<file path="config.mk">
export PLATFORM = sky130hd
export DESIGN_NAME = iq_discriminator
export DESIGN_NICKNAME = d
export VERILOG_FILES = /design/src/rtl/iq_discriminator.sv
export SDC_FILE = /design/constraint.sdc
export NUM_CORES = 1
export LEC_CHECK = 0
export ABC_AREA = 1
export BUFFER_PORTS_ARGS = -buffer_cell sky130_fd_sc_hd__buf_2
export CORE_MARGIN = 2
export CORE_UTILIZATION = 28
export CTS_BUF_LIST = sky130_fd_sc_hd__clkbuf_4 sky130_fd_sc_hd__clkbuf_8
export DETAILED_ROUTE_END_ITERATION = 10
export PLACE_DENSITY = 0.5
export SYNTH_ARGS = -nofsm -noshare
export SYNTH_HDL_FRONTEND = slang
export SYNTH_SLANG_ARGS = --single-unit
export TNS_END_PERCENT = 50
</file>
<file path="constraint.sdc">
create_clock -name clk -period 4 [get_ports clk]
set_input_delay 0.2 -clock clk [delete_from_list [all_inputs] [get_ports clk]]
set_output_delay 0.2 -clock clk [all_outputs]
set_load 0.02 [all_outputs]
</file>
<file path="src/rtl/iq_discriminator.sv">
// iq_discriminator: differential I/Q (cross-product) FM discriminator
// with per-chip integrate-and-dump hard decision.
module iq_discriminator #(
  parameter int DELAY = 4,
  parameter int SPC = 4
) (
  input  logic        clk,
  input  logic        reset,
  input  logic        in_valid,
  input  logic [4:0]  i_in,
  input  logic [4:0]  q_in,
  input  logic        chip_sync,
  output logic [10:0] disc_out,
  output logic        disc_valid,
  output logic        chip_out,
  output logic        chip_valid,
  output logic        locked
);
  typedef enum logic {FILL, RUN} state_t;
  state_t state_q, state_d;
  logic [3:0] fill_q, fill_d;
  logic [4:0] i_dl_q [DELAY];
  logic [4:0] i_dl_d [DELAY];
  logic [4:0] q_dl_q [DELAY];
  logic [4:0] q_dl_d [DELAY];
  logic signed [9:0] i_del, q_del, i_new, q_new;
  logic signed [9:0] p1_q, p1_d, p2_q, p2_d;
  logic v1_q, v1_d;
  logic [10:0] disc_q, disc_d;
  logic dv_q, dv_d;
  logic [13:0] acc_q, acc_d, sum;
  logic [3:0] cnt_q, cnt_d;
  logic chip_q, chip_d, cv_q, cv_d;
  always_comb begin
    i_del = {{5{i_dl_q[DELAY-1][4]}}, i_dl_q[DELAY-1]};
    q_del = {{5{q_dl_q[DELAY-1][4]}}, q_dl_q[DELAY-1]};
    i_new = {{5{i_in[4]}}, i_in};
    q_new = {{5{q_in[4]}}, q_in};
    sum = acc_q + {{3{disc_q[10]}}, disc_q};
    state_d = state_q;
    fill_d = fill_q;
    i_dl_d = i_dl_q;
    q_dl_d = q_dl_q;
    p1_d = p1_q;
    p2_d = p2_q;
    v1_d = 1'b0;
    disc_d = v1_q ? {p1_q[9], p1_q} - {p2_q[9], p2_q} : disc_q;
    dv_d = v1_q;
    acc_d = acc_q;
    cnt_d = cnt_q;
    chip_d = chip_q;
    cv_d = 1'b0;
    if (in_valid) begin
      for (int k = DELAY - 1; k > 0; k--) begin
        i_dl_d[k] = i_dl_q[k-1];
        q_dl_d[k] = q_dl_q[k-1];
      end
      i_dl_d[0] = i_in;
      q_dl_d[0] = q_in;
      if (state_q == FILL) begin
        fill_d = fill_q + 4'd1;
        state_d = (fill_q == 4'(DELAY - 1)) ? RUN : FILL;
      end else begin
        p1_d = i_del * q_new;
        p2_d = q_del * i_new;
        v1_d = 1'b1;
      end
    end
    // chip_sync wins over a coincident sample or dump
    if (state_q == RUN) begin
      if (chip_sync) begin
        acc_d = '0;
        cnt_d = '0;
      end else if (dv_q) begin
        if (cnt_q == 4'(SPC - 1)) begin
          chip_d = ~sum[13];
          cv_d = 1'b1;
          acc_d = '0;
          cnt_d = '0;
        end else begin
          acc_d = sum;
          cnt_d = cnt_q + 4'd1;
        end
      end
    end
  end
  always_ff @(posedge clk) begin
    if (reset) begin
      state_q <= FILL;
      fill_q <= '0;
      i_dl_q <= '{default: '0};
      q_dl_q <= '{default: '0};
      p1_q <= '0;
      p2_q <= '0;
      v1_q <= 1'b0;
      disc_q <= '0;
      dv_q <= 1'b0;
      acc_q <= '0;
      cnt_q <= '0;
      chip_q <= 1'b0;
      cv_q <= 1'b0;
    end else begin
      state_q <= state_d;
      fill_q <= fill_d;
      i_dl_q <= i_dl_d;
      q_dl_q <= q_dl_d;
      p1_q <= p1_d;
      p2_q <= p2_d;
      v1_q <= v1_d;
      disc_q <= disc_d;
      dv_q <= dv_d;
      acc_q <= acc_d;
      cnt_q <= cnt_d;
      chip_q <= chip_d;
      cv_q <= cv_d;
    end
  end
  assign disc_out = disc_q;
  assign disc_valid = dv_q;
  assign chip_out = chip_q;
  assign chip_valid = cv_q;
  assign locked = (state_q == RUN);
endmodule

</file>
# Word-level counts from Yosys, hierarchy flattened
# Index checks and enable logic that the tools add are counted.
# Widths: inputs -> output; s select.
# word_totals
regBits	98
latchBits	0
ramBits	0
mem_bits_ro	0
inputBits	14
word_cells	49
memories	0
# op_classes
n_addsub	4
n_mul	2
n_div	0
order_cmp	0
eq_ne	2
shift	0
muxes	10
bitwise	5
reduce_logical	7
# op_table
cell	n
$mux 14	3
$mul 5x5->10	2
$add 14x14->14	1
$mux 4	3
$sub 10x10->11	1
$add 4x1->4 const B	2
$eq 4x2->1 const B	2
$reduce_and 2->1	3
$not 1->1	5
$mux 1	4
$reduce_and 4->1	1
$reduce_or 4->1	1
$reduce_bool 2->1	1
$reduce_or 2->1	1

# Longest topological paths before layout
# logic_depth
word_depth	4
depth_mapped	17
mapped_depth_nobuf	17

# Worst setup path after synthesis
# No wires, ideal clock.
# synth_path
path_type	reg2reg
startpoint	register q_dl_q (netlist bit q_del[0])
endpoint	register p2_q[7]
setup_ns	0.115
arrival_time_ns	3.172
required_time_ns	3.885
setup_slack_ns	0.712
path_stages_with_launch	12
period_less_slack_ns	3.288
cell_sequence	dfxtp_1 -> or2_2 -> fa_1 -> fa_1 -> fa_1 -> inv_1 -> fa_1 -> inv_1 -> o21ai_0 -> xor2_1 -> o21ai_0 -> inv_1
# synth_via
elab_chain_len	1
# synth_lines
item	line_no	text
from (decl)	24	logic [4:0] q_dl_q [DELAY];
from (signal assigned)	106	q_dl_q <= q_dl_d;
$mul 5x5->10	65	p2_d = q_del * i_new;
to (signal assigned)	108	p2_q <= p2_d;
to (decl)	27	logic signed [9:0] p1_q, p1_d, p2_q, p2_d;
# Every way passes these cells.
# A chain may end at the register's enable or synchronous reset.

# Worst setup path after layout
# layout_path
startpoint	register q_dl_q (netlist bit q_del[0])
endpoint	register p2_q[9]
# Same word-level chain as after synthesis.

==> flow_metrics.tcl <==
set metrics [dict create \
    grt_pass1_vias 5408 \
    clockPowerShare 0.305 \
    period_needed_ps 3386 \
    cts_resized 0 \
    status "finished clean" \
    critical-path-slowest-cell "fa_1" \
    ios 29 \
    cap_viol_max_count 0 \
    worstPathRequired_ps 4310 \
    yosys_warnings 0 \
    whs_ps 124.2 \
    postRouteAntennaNets 0 \
    ctsHoldBuffers 0 \
    path_clk_slew_ps 120 \
    tightest_slew_ps 847.4 \
    period_share 0.8464 \
    diodes 0 \
    ys_ff_latch 98 \
    clk_latency_ps 390 \
    cts_max_path_buffers 2 \
    max_stage_delay_ps 540 \
    drt_iter0_drc 283 \
    p_leak_nw 3.855 \
    synthCells 946 \
    die_height_um 158.4 \
    synth_largest_area_cell "dfxtp_1" \
    cts.sinks 98 \
    mappedNetlistArea_um2 6678 \
    synth_area_leaders "dfxtp_1 29%, fa_1 11%, nand2_1 10%" \
    start_kind "flip-flop" \
    cts_setup_buffers 0 \
    path_cells "or2_2, fa_1, fa_1, fa_1, inv_1, fa_1, inv_1, nor3_1, nor2_1, inv_1, nand2_1, nand3_1, nand2_1, inv_1" \
    sequentialPowerShare 0.471 \
    synth.most_common_cell "nand2_1" \
    worst_slew_margin_rel 0.4342 \
    grt_first_pass_wirelength_um 25520 \
    internal-power_mw 1.449 \
    synth.net_count 1051 \
    p_sw_mw 0.7448 \
    ys.flop_type "dfxtp_1" \
    syn_to_final_growth_pct 9.893 \
    cts_root_buf "clkbuf_8" \
    place.gp.congestion 0.8037 \
    cts_tree "yes" \
    post-dp-hpwl_um 11120 \
    synthArstFlopShare 0 \
    initial_core_util 0.2845 \
    first_pass_iters 4 \
    io_buffers 28 \
    regArea_um2 1962 \
    fillers 2630 \
    grt_overflow 0 \
    power_frac_comb 0.225 \
    syn_avg_cell_area_um2 7.059 \
    timing_max_transition_violations_final 0 \
    synth_commonest_cells "186 x nand2_1, 162 x inv_1, 138 x nor2_1" \
    grt_max_degree 57 \
    finClkSkew_ps 24.13 \
    multi_input_area_um2 3978 \
    hold_path.class "in -> reg" \
    yosysSeqAreaShare 0.2938 \
    antenna_found_initial 1 \
    endpoint_kind "flip-flop" \
    cts.htree.levels 3 \
    setup_tns_ps 0 \
    p_per_area_nw_per_um2 298.9 \
    crit_arrival_ps 3700 \
    fin_nets 1068 \
    cts-buffers-inserted 9 \
    synth_edf_count 0 \
    num_rows 56 \
    drive_above_1_share 0.06921 \
    rsz0062_at_grt "no" \
    wl_per_cell_um 11.51 \
    die_w_um 158.4 \
    core-area_um2 23470 \
    switching_share 0.3395 \
    setup_violations 0 \
    yosysTopAreaCellShare 0.2938 \
    finalHoldViolCount 0 \
    ir_drop_mv 0.1399 \
    grt_util_all_layers 0.1266 \
    synth.distinct_cells 35 \
    critical_path_peak_fanout 6 \
    fmax_mhz 295.4 \
    routed_wl_um 14810 \
    drcViolationCount 0 \
    setup.worst_path.class "reg -> reg" \
    die_area_um2 25100 \
    vias_per_cell 4.322 \
    num_vias 5563 \
]
## final cells by class
class | instances | share of cell area
inverter | 169 | 0.08644
sequential | 98 | 0.2673
clock inverter | 7 | 0.01176
tap | 319 | 0.05439
timing repair buffer | 30 | 0.02114
multi-input combinational | 655 | 0.5420
clock buffer | 9 | 0.01688
## power by group through the flow
stage                     logic (mW)  registers (mW)  clock network (mW)
final                          0.493            1.03               0.668
after global routing           0.588            1.04               0.735
after CTS                      0.504            1.03               0.705
after detailed placement       0.500            1.06                   0
after global placement         0.495            1.06                   0
after floorplan                0.392            1.05                   0
## cell usage in the layout (no fill, tap or decap), types with 9 or more instances in the layout
cell type,synthesis,routed
o21ai_1,14,14
fa_1,36,36
nand2_1,186,186
inv_1,162,162
ha_1,55,55
nand3_1,39,39
dfxtp_1,98,98
nor2_1,138,138
clkbuf_8,0,9
o21ai_0,65,65
buf_2,8,28
a21oi_1,62,62
xor2_1,11,11
## cells by family (layout without fill, tap and decap cells)
| group | after synthesis | after routing | share of synthesized area |
|---|---|---|---|
| compound gates | 151 | 151 | 0.1167 |
| xor+xnor | 18 | 18 | 0.02361 |
| fa+ha+maj | 91 | 91 | 0.2110 |
| buf+inv | 193 | 215 | 0.1105 |
| flops | 98 | 98 | 0.2938 |
| simple gates | 395 | 395 | 0.2443 |
## critical path: cells and delay by family, from the launching register on
kind	cells	cell delay, ps
adder cells (fa/ha/maj)	4	2010
AND/OR/NAND/NOR	6	700
flip-flops	1	360
buffers and inverters	4	240
## routing by layer
| layer | vias up | global-route usage | share of wire |
|---|---|---|---|
| met5 | - | 0 | 0.00074 |
| met3 | 10 | 0.02422 | 0.020 |
| met2 | 47 | 0.2182 | 0.47 |
| li1 | 2986 | - | - |
| met4 | 2 | 0.02831 | 0.010 |
| met1 | 2518 | 0.1642 | 0.50 |
## path summary, 6_finish.rpt
check | end | startpoint | slack (ps) | cells after the start
worst max-delay path | p2_q[9] | q_del[0] | 610 | 14
worst min-delay path | i_dl_q[15] | i_in[0] | 120 | 3
worst max register to register | p2_q[9] | q_del[0] | 610 | 14
worst min register to register | q_dl_q[11] | q_dl_q[16] | 480 | 2
## state kept, by name, indices dropped and copies added, names as in the netlist, 5 cells and up
register	flops
p2_q	10
p1_q	10
disc_out	11
i_dl_q	15
acc_q	14
q_dl_q	15
i_del	5
q_del	5
## through the flow
| stage | setup slack [ps] | area [um2] | power [mW] | utilization | cells |
|---|---|---|---|---|---|
| 5_1_grt | 333.0 | 7338 | 2.361 | 0.3126 | 1287 |
| 2_1_floorplan | 712.3 | 6678 | 1.442 | - | 946 |
| 3_3_place_gp | 524.9 | 7128 | 1.550 | 0.3037 | 1271 |
| 6_report | 614.4 | 7338 | 2.194 | 0.3126 | 1287 |
| 3_5_place_dp | 515.8 | 7128 | 1.555 | 0.3037 | 1271 |
| 4_1_cts | 594.3 | 7338 | 2.242 | 0.3126 | 1287 |
No activity file was read; power rests on OpenSTA's default activity.
